File: config.mk
export PLATFORM = sky130hd
export DESIGN_NAME = ifft_8point_16bit_stream
export DESIGN_NICKNAME = d
export VERILOG_FILES = /design/src/rtl/ifft_8point_16bit_stream.sv
export SDC_FILE = /design/constraint.sdc
export NUM_CORES = 2
export LEC_CHECK = 0
export CORE_MARGIN = 2
export CORE_UTILIZATION = 60
export CTS_BUF_LIST = sky130_fd_sc_hd__clkbuf_2
export DETAILED_ROUTE_END_ITERATION = 12
export DONT_BUFFER_PORTS = 1
export PLACE_DENSITY = 0.76
export SLEW_MARGIN = 20
export SYNTH_ARGS = -nofsm -noshare
export SYNTH_HDL_FRONTEND = slang
export SYNTH_SLANG_ARGS = --single-unit
File: constraint.sdc
create_clock -name clk -period 35.4 [get_ports clk]
set_input_delay 7.08 -clock clk [delete_from_list [all_inputs] [get_ports clk]]
set_output_delay 7.08 -clock clk [all_outputs]
set_load 0.01 [all_outputs]
File: src/rtl/ifft_8point_16bit_stream.sv
// 8-point complex IFFT, 16-bit streaming, scaled by 1/8 (one halving per stage).
// Bins are accepted serially and stored bit-reversed. Three in-place radix-2
// DIT stages run one per cycle, and the samples are then streamed out in
// natural order.
//
// state  | meaning
// LOAD   | accepting bins 0..7 into the buffer at bit-reversed addresses
// ST1    | butterflies on pairs (0,1)(2,3)(4,5)(6,7), twiddle 1
// ST2    | butterflies on pairs (0,2)(4,6) with twiddle 1, and (1,3)(5,7) with twiddle +j
// ST3    | butterflies on pairs (0,4)(1,5)(2,6)(3,7) with twiddles 1, (1+j)/sqrt2, +j, (-1+j)/sqrt2
// UNLOAD | presenting buffer[counter] on the output until index 7 is accepted
module ifft_8point_16bit_stream #(
    parameter int W   = 16,
    parameter int C45 = 23170
) (
    input  logic                clk,
    input  logic                rst,
    input  logic                en,
    input  logic                in_valid,
    output logic                in_ready,
    input  logic signed [W-1:0] in_re,
    input  logic signed [W-1:0] in_im,
    output logic                out_valid,
    input  logic                out_ready,
    output logic signed [W-1:0] out_re,
    output logic signed [W-1:0] out_im,
    output logic                out_last
);

    typedef enum logic [2:0] {LOAD, ST1, ST2, ST3, UNLOAD} state_t;

    typedef struct packed {
        logic signed [W-1:0] a_re;
        logic signed [W-1:0] a_im;
        logic signed [W-1:0] b_re;
        logic signed [W-1:0] b_im;
    } bfly_t;

    // Twiddle arithmetic is done at W+2 bits so that no intermediate can wrap,
    // even for full-scale inputs.
    localparam logic signed [W+1:0]   C45_X = (W+2)'(C45);
    localparam logic signed [2*W+3:0] RND   = (2*W+4)'(1) <<< (W-2);

    state_t              state;
    logic [2:0]          cnt;
    logic signed [W-1:0] mem_re [8];
    logic signed [W-1:0] mem_im [8];
    logic signed [W-1:0] st_re  [8];
    logic signed [W-1:0] st_im  [8];
    logic [2:0]          pa;
    logic [2:0]          pb;
    logic [1:0]          ptw;
    bfly_t               bf;

    function automatic logic [2:0] bitrev3(input logic [2:0] k);
        return {k[0], k[1], k[2]};
    endfunction

    // Scale by cos(pi/4) in Q1.15, rounding half up.
    function automatic logic signed [W+1:0] mul45(input logic signed [W+1:0] d);
        logic signed [2*W+3:0] p;
        p = {{(W+2){d[W+1]}}, d} * {{(W+2){C45_X[W+1]}}, C45_X};
        p = p + RND;
        return p[2*W:W-1];
    endfunction

    // One radix-2 butterfly with a halving output: A' = (A+tB)/2 and B' = (A-tB)/2, using floor.
    function automatic bfly_t bfly(input logic signed [W-1:0] a_re,
                                   input logic signed [W-1:0] a_im,
                                   input logic signed [W-1:0] b_re,
                                   input logic signed [W-1:0] b_im,
                                   input logic [1:0]          tw);
        logic signed [W+1:0] ar, ai, br, bi, tr, ti, s_re, s_im, d_re, d_im;
        bfly_t r;
        ar = {{2{a_re[W-1]}}, a_re};
        ai = {{2{a_im[W-1]}}, a_im};
        br = {{2{b_re[W-1]}}, b_re};
        bi = {{2{b_im[W-1]}}, b_im};
        case (tw)
            2'd0: begin
                tr = br;
                ti = bi;
            end
            2'd1: begin
                tr = mul45(br - bi);
                ti = mul45(br + bi);
            end
            2'd2: begin
                tr = -bi;
                ti = br;
            end
            default: begin
                tr = mul45(-(br + bi));
                ti = mul45(br - bi);
            end
        endcase
        s_re = ar + tr;
        s_im = ai + ti;
        d_re = ar - tr;
        d_im = ai - ti;
        r.a_re = s_re[W:1];
        r.a_im = s_im[W:1];
        r.b_re = d_re[W:1];
        r.b_im = d_im[W:1];
        return r;
    endfunction

    assign in_ready = en && (state == LOAD);

    // Compute the result of the current stage for all four butterflies from the buffer.
    always_comb begin
        pa  = '0;
        pb  = '0;
        ptw = '0;
        bf  = '0;
        for (int i = 0; i < 8; i++) begin
            st_re[i] = mem_re[i];
            st_im[i] = mem_im[i];
        end
        for (int p = 0; p < 4; p++) begin
            case (state)
                ST2: begin
                    pa  = 3'((p / 2) * 4 + (p % 2));
                    pb  = pa + 3'd2;
                    ptw = (p % 2 == 1) ? 2'd2 : 2'd0;
                end
                ST3: begin
                    pa  = 3'(p);
                    pb  = pa + 3'd4;
                    ptw = 2'(p);
                end
                default: begin
                    pa  = 3'(p * 2);
                    pb  = pa + 3'd1;
                    ptw = 2'd0;
                end
            endcase
            bf = bfly(mem_re[pa], mem_im[pa], mem_re[pb], mem_im[pb], ptw);
            st_re[pa] = bf.a_re;
            st_im[pa] = bf.a_im;
            st_re[pb] = bf.b_re;
            st_im[pb] = bf.b_im;
        end
    end

    // Control FSM, buffer updates and registered output stage.
    always_ff @(posedge clk) begin
        if (!rst) begin
            state     <= LOAD;
            cnt       <= '0;
            out_valid <= 1'b0;
            out_last  <= 1'b0;
            out_re    <= '0;
            out_im    <= '0;
            for (int i = 0; i < 8; i++) begin
                mem_re[i] <= '0;
                mem_im[i] <= '0;
            end
        end else if (en) begin
            case (state)
                LOAD: begin
                    if (in_valid) begin
                        mem_re[bitrev3(cnt)] <= in_re;
                        mem_im[bitrev3(cnt)] <= in_im;
                        cnt <= cnt + 3'd1;
                        if (cnt == 3'd7) state <= ST1;
                    end
                end
                ST1, ST2: begin
                    for (int i = 0; i < 8; i++) begin
                        mem_re[i] <= st_re[i];
                        mem_im[i] <= st_im[i];
                    end
                    state <= (state == ST1) ? ST2 : ST3;
                end
                ST3: begin
                    for (int i = 0; i < 8; i++) begin
                        mem_re[i] <= st_re[i];
                        mem_im[i] <= st_im[i];
                    end
                    state     <= UNLOAD;
                    out_valid <= 1'b1;
                    out_last  <= 1'b0;
                    out_re    <= st_re[0];
                    out_im    <= st_im[0];
                end
                UNLOAD: begin
                    if (out_ready) begin
                        if (cnt == 3'd7) begin
                            state     <= LOAD;
                            cnt       <= '0;
                            out_valid <= 1'b0;
                            out_last  <= 1'b0;
                            out_re    <= '0;
                            out_im    <= '0;
                        end else begin
                            cnt      <= cnt + 3'd1;
                            out_re   <= mem_re[cnt + 3'd1];
                            out_im   <= mem_im[cnt + 3'd1];
                            out_last <= (cnt == 3'd6);
                        end
                    end
                end
                default: state <= LOAD;
            endcase
        end
    end

endmodule

==> flow_summary.toml <==
[global_route]
grt_usage = 0.414
grt_pass1_vias = 44800
grt_max_degree = 115
grt_antenna_before_repair = 8
grt_first_pass_wirelength_mm = 272
overflow = 0

[timing]
worst_pin_slew_ps = 1230
fmax_ghz = 0.0682
fin_worst_skew_ps = 115
final_max_slew_viol_count = 0
hold_ws_ps = 541
finalCritPeriodShare = 0.414
setup_viol = 0
setup_tns_ps = 0
min_period_ps = 14660
rsz0062_at_grt = "false"
relSlewSlack = 0.173
hold_violations = 0

[cells_and_area]
seqCellArea_sq_um = 8500
drive_gt1_frac = 0.0627
final.fill_count = 7509
final_area_sq_um = 52600
area_growth_syn_to_layout_pct = 2.91
final_util = 0.621
final_cell_mix = "nand2_1, ha_1, inv_1"
nets = 6993
layout_commonest_cell = "nand2_1"
multi_input_area_sq_um = 39000

[logic_synthesis]
netlist.area_leader.share = 0.167
synth_cell_types = 98
yosysWarnings = 0
ys_ff_latch = 296
yosysTopAreaCell = "ha_1"
synth_async_sr_flop_share = 0
ys.flop_type = "edfxtp_1"
syn_inst = 6174
ys_seq_area_frac = 0.166
syn_area_per_cell_sq_um = 8.28
syn_area_sq_um = 51100
synth-edff-count = 256
syn_nets = 7174
yosys-top-cells-area = "ha_1, edfxtp_1, fa_1"

[setup_path]
worst_setup_path_start_kind = "flip-flop"
crit_slowest_cell = "o21ai_0"
r2r_cells = 50
crit_fanout = 43
slowest_delay_ps = 890
worstSetupPathType = "reg -> reg"
crit_path_end_kind = "flip-flop"
critPathRequiredTime_ps = 36310
critPathArrivalTime_ps = 15580

[clocking]
cts_tree = "done"
cts_resized = 0
cts_max_level = 3
insertion_delay_ps = 1180
clockBufferDepth = 3
cts_inserted_buffers = 87
cts_hold_buf = 0
cts_sinks = 296
postCtsSetupBuffers = 0
clk_pin_slew_ps = 90
root_buffer = "clkbuf_2"

[floorplan]
die_h_um = 296
die-width_um = 296
core_area_sq_um = 84700
ios = 72
die_area_sq_um = 87500
start_util = 0.603
num_rows = 107

[detailed_routing]
viasPerCell = 6.46
drc = 0
routed_wl_mm = 183
drtIter0Drc = 5236
vias = 46500
ant_nets = 0
first_pass_iters = 10
wl_per_cell_um = 25.3

[place]
place.gp.congestion = 1.05
dp_hpwl_mm = 139
io_buffer_count = 0
placed_cell_area_sq_um = 51800

[worst_hold_path]
min_delay_path_depth = 2
min_path_type = "reg -> reg"

[run_status]
outcome = "completed"

[flow_run]
cap_violations = 0
## final cells by class
| class | instances | share of cell area |
|---|---|---|
| multi-input combinational | 4906 | 0.741 |
| sequential | 296 | 0.162 |
| inverter | 637 | 0.0455 |
| tap | 1144 | 0.0272 |
| clock buffer | 128 | 0.0122 |
| timing repair buffer | 65 | 0.00976 |
| clock inverter | 29 | 0.00300 |
| antenna | 1 | 0.0000476 |
## logic make-up (layout without fill, tap and decap cells)
family / after synthesis / in the layout / synth area share
compound gates: 1470 / 1470 / 0.184
xor+xnor: 451 / 451 / 0.0780
fa+ha+maj: 963 / 963 / 0.277
buf+inv: 972 / 859 / 0.0732
flops: 296 / 296 / 0.166
mux: 267 / 267 / 0.0688
other cells: 0 / 1 / 0
simple gates: 1755 / 1755 / 0.153
## flip-flops by register name (all words and copies together), names as in the netlist
name       flops
mem_im       128
mem_re       128
out_im        16
out_re        16
cnt            3
state          3
out_last       1
out_valid      1
## routing by layer
metal  vias to the layer above  wire length [um]  track usage
met2                      2838             77000        0.622
li1                      21000                 -            -
met4                         4             14900        0.285
met3                       675             21400       0.0998
met1                     22000             69100        0.525
met5                         -                31            0
## worst max-delay path, delay by kind of cell (launching register included)
family                   cells  cell delay [ps]
buffers and inverters        6             1700
flip-flops                   1              450
AND/OR/NAND/NOR              9             2220
XOR/XNOR                     5             1020
AO/OA/AOI/OAI               20             4660
adder cells (fa/ha/maj)      9             3780
multiplexers                 1              540
## path summary, 6_finish.rpt
path / startpoint / to / slack [ps]
worst max-delay path: state[2] / mem_re[2][15] / 20740
worst min-delay path: out_re[5] / out_re[5] / 540
worst max register to register: state[2] / mem_re[2][15] / 20740
worst min register to register: out_re[5] / out_re[5] / 540
## stage by stage
stage | instances | setup WS [ps]
2_1_floorplan | 6174 | 20620
3_3_place_gp | 7048 | 20750
3_5_place_dp | 7048 | 20750
4_1_cts | 7205 | 20750
5_1_grt | 7206 | 20000
6_report | 7206 | 20740
## cells in the mapped netlist (all sizes together) (47+ instances only)
| library cell | instances |
|---|---|
| buf | 73 |
| mux2i | 173 |
| mux4 | 64 |
| a21o | 118 |
| inv | 637 |
| xnor2 | 334 |
| a211oi | 49 |
| o21bai | 77 |
| and3 | 47 |
| nand2 | 825 |
| edfxtp | 256 |
| o21ai | 435 |
| a21oi | 389 |
| nor2 | 436 |
| nor3 | 93 |
| fa | 279 |
| nand3 | 79 |
| ha | 684 |
| nand2b | 58 |
| clkbuf | 262 |
| xor2 | 117 |
Power is left out: the tool's default activity adds up to more than one toggle a clock period on the data nets, which glitch-free logic cannot reach.
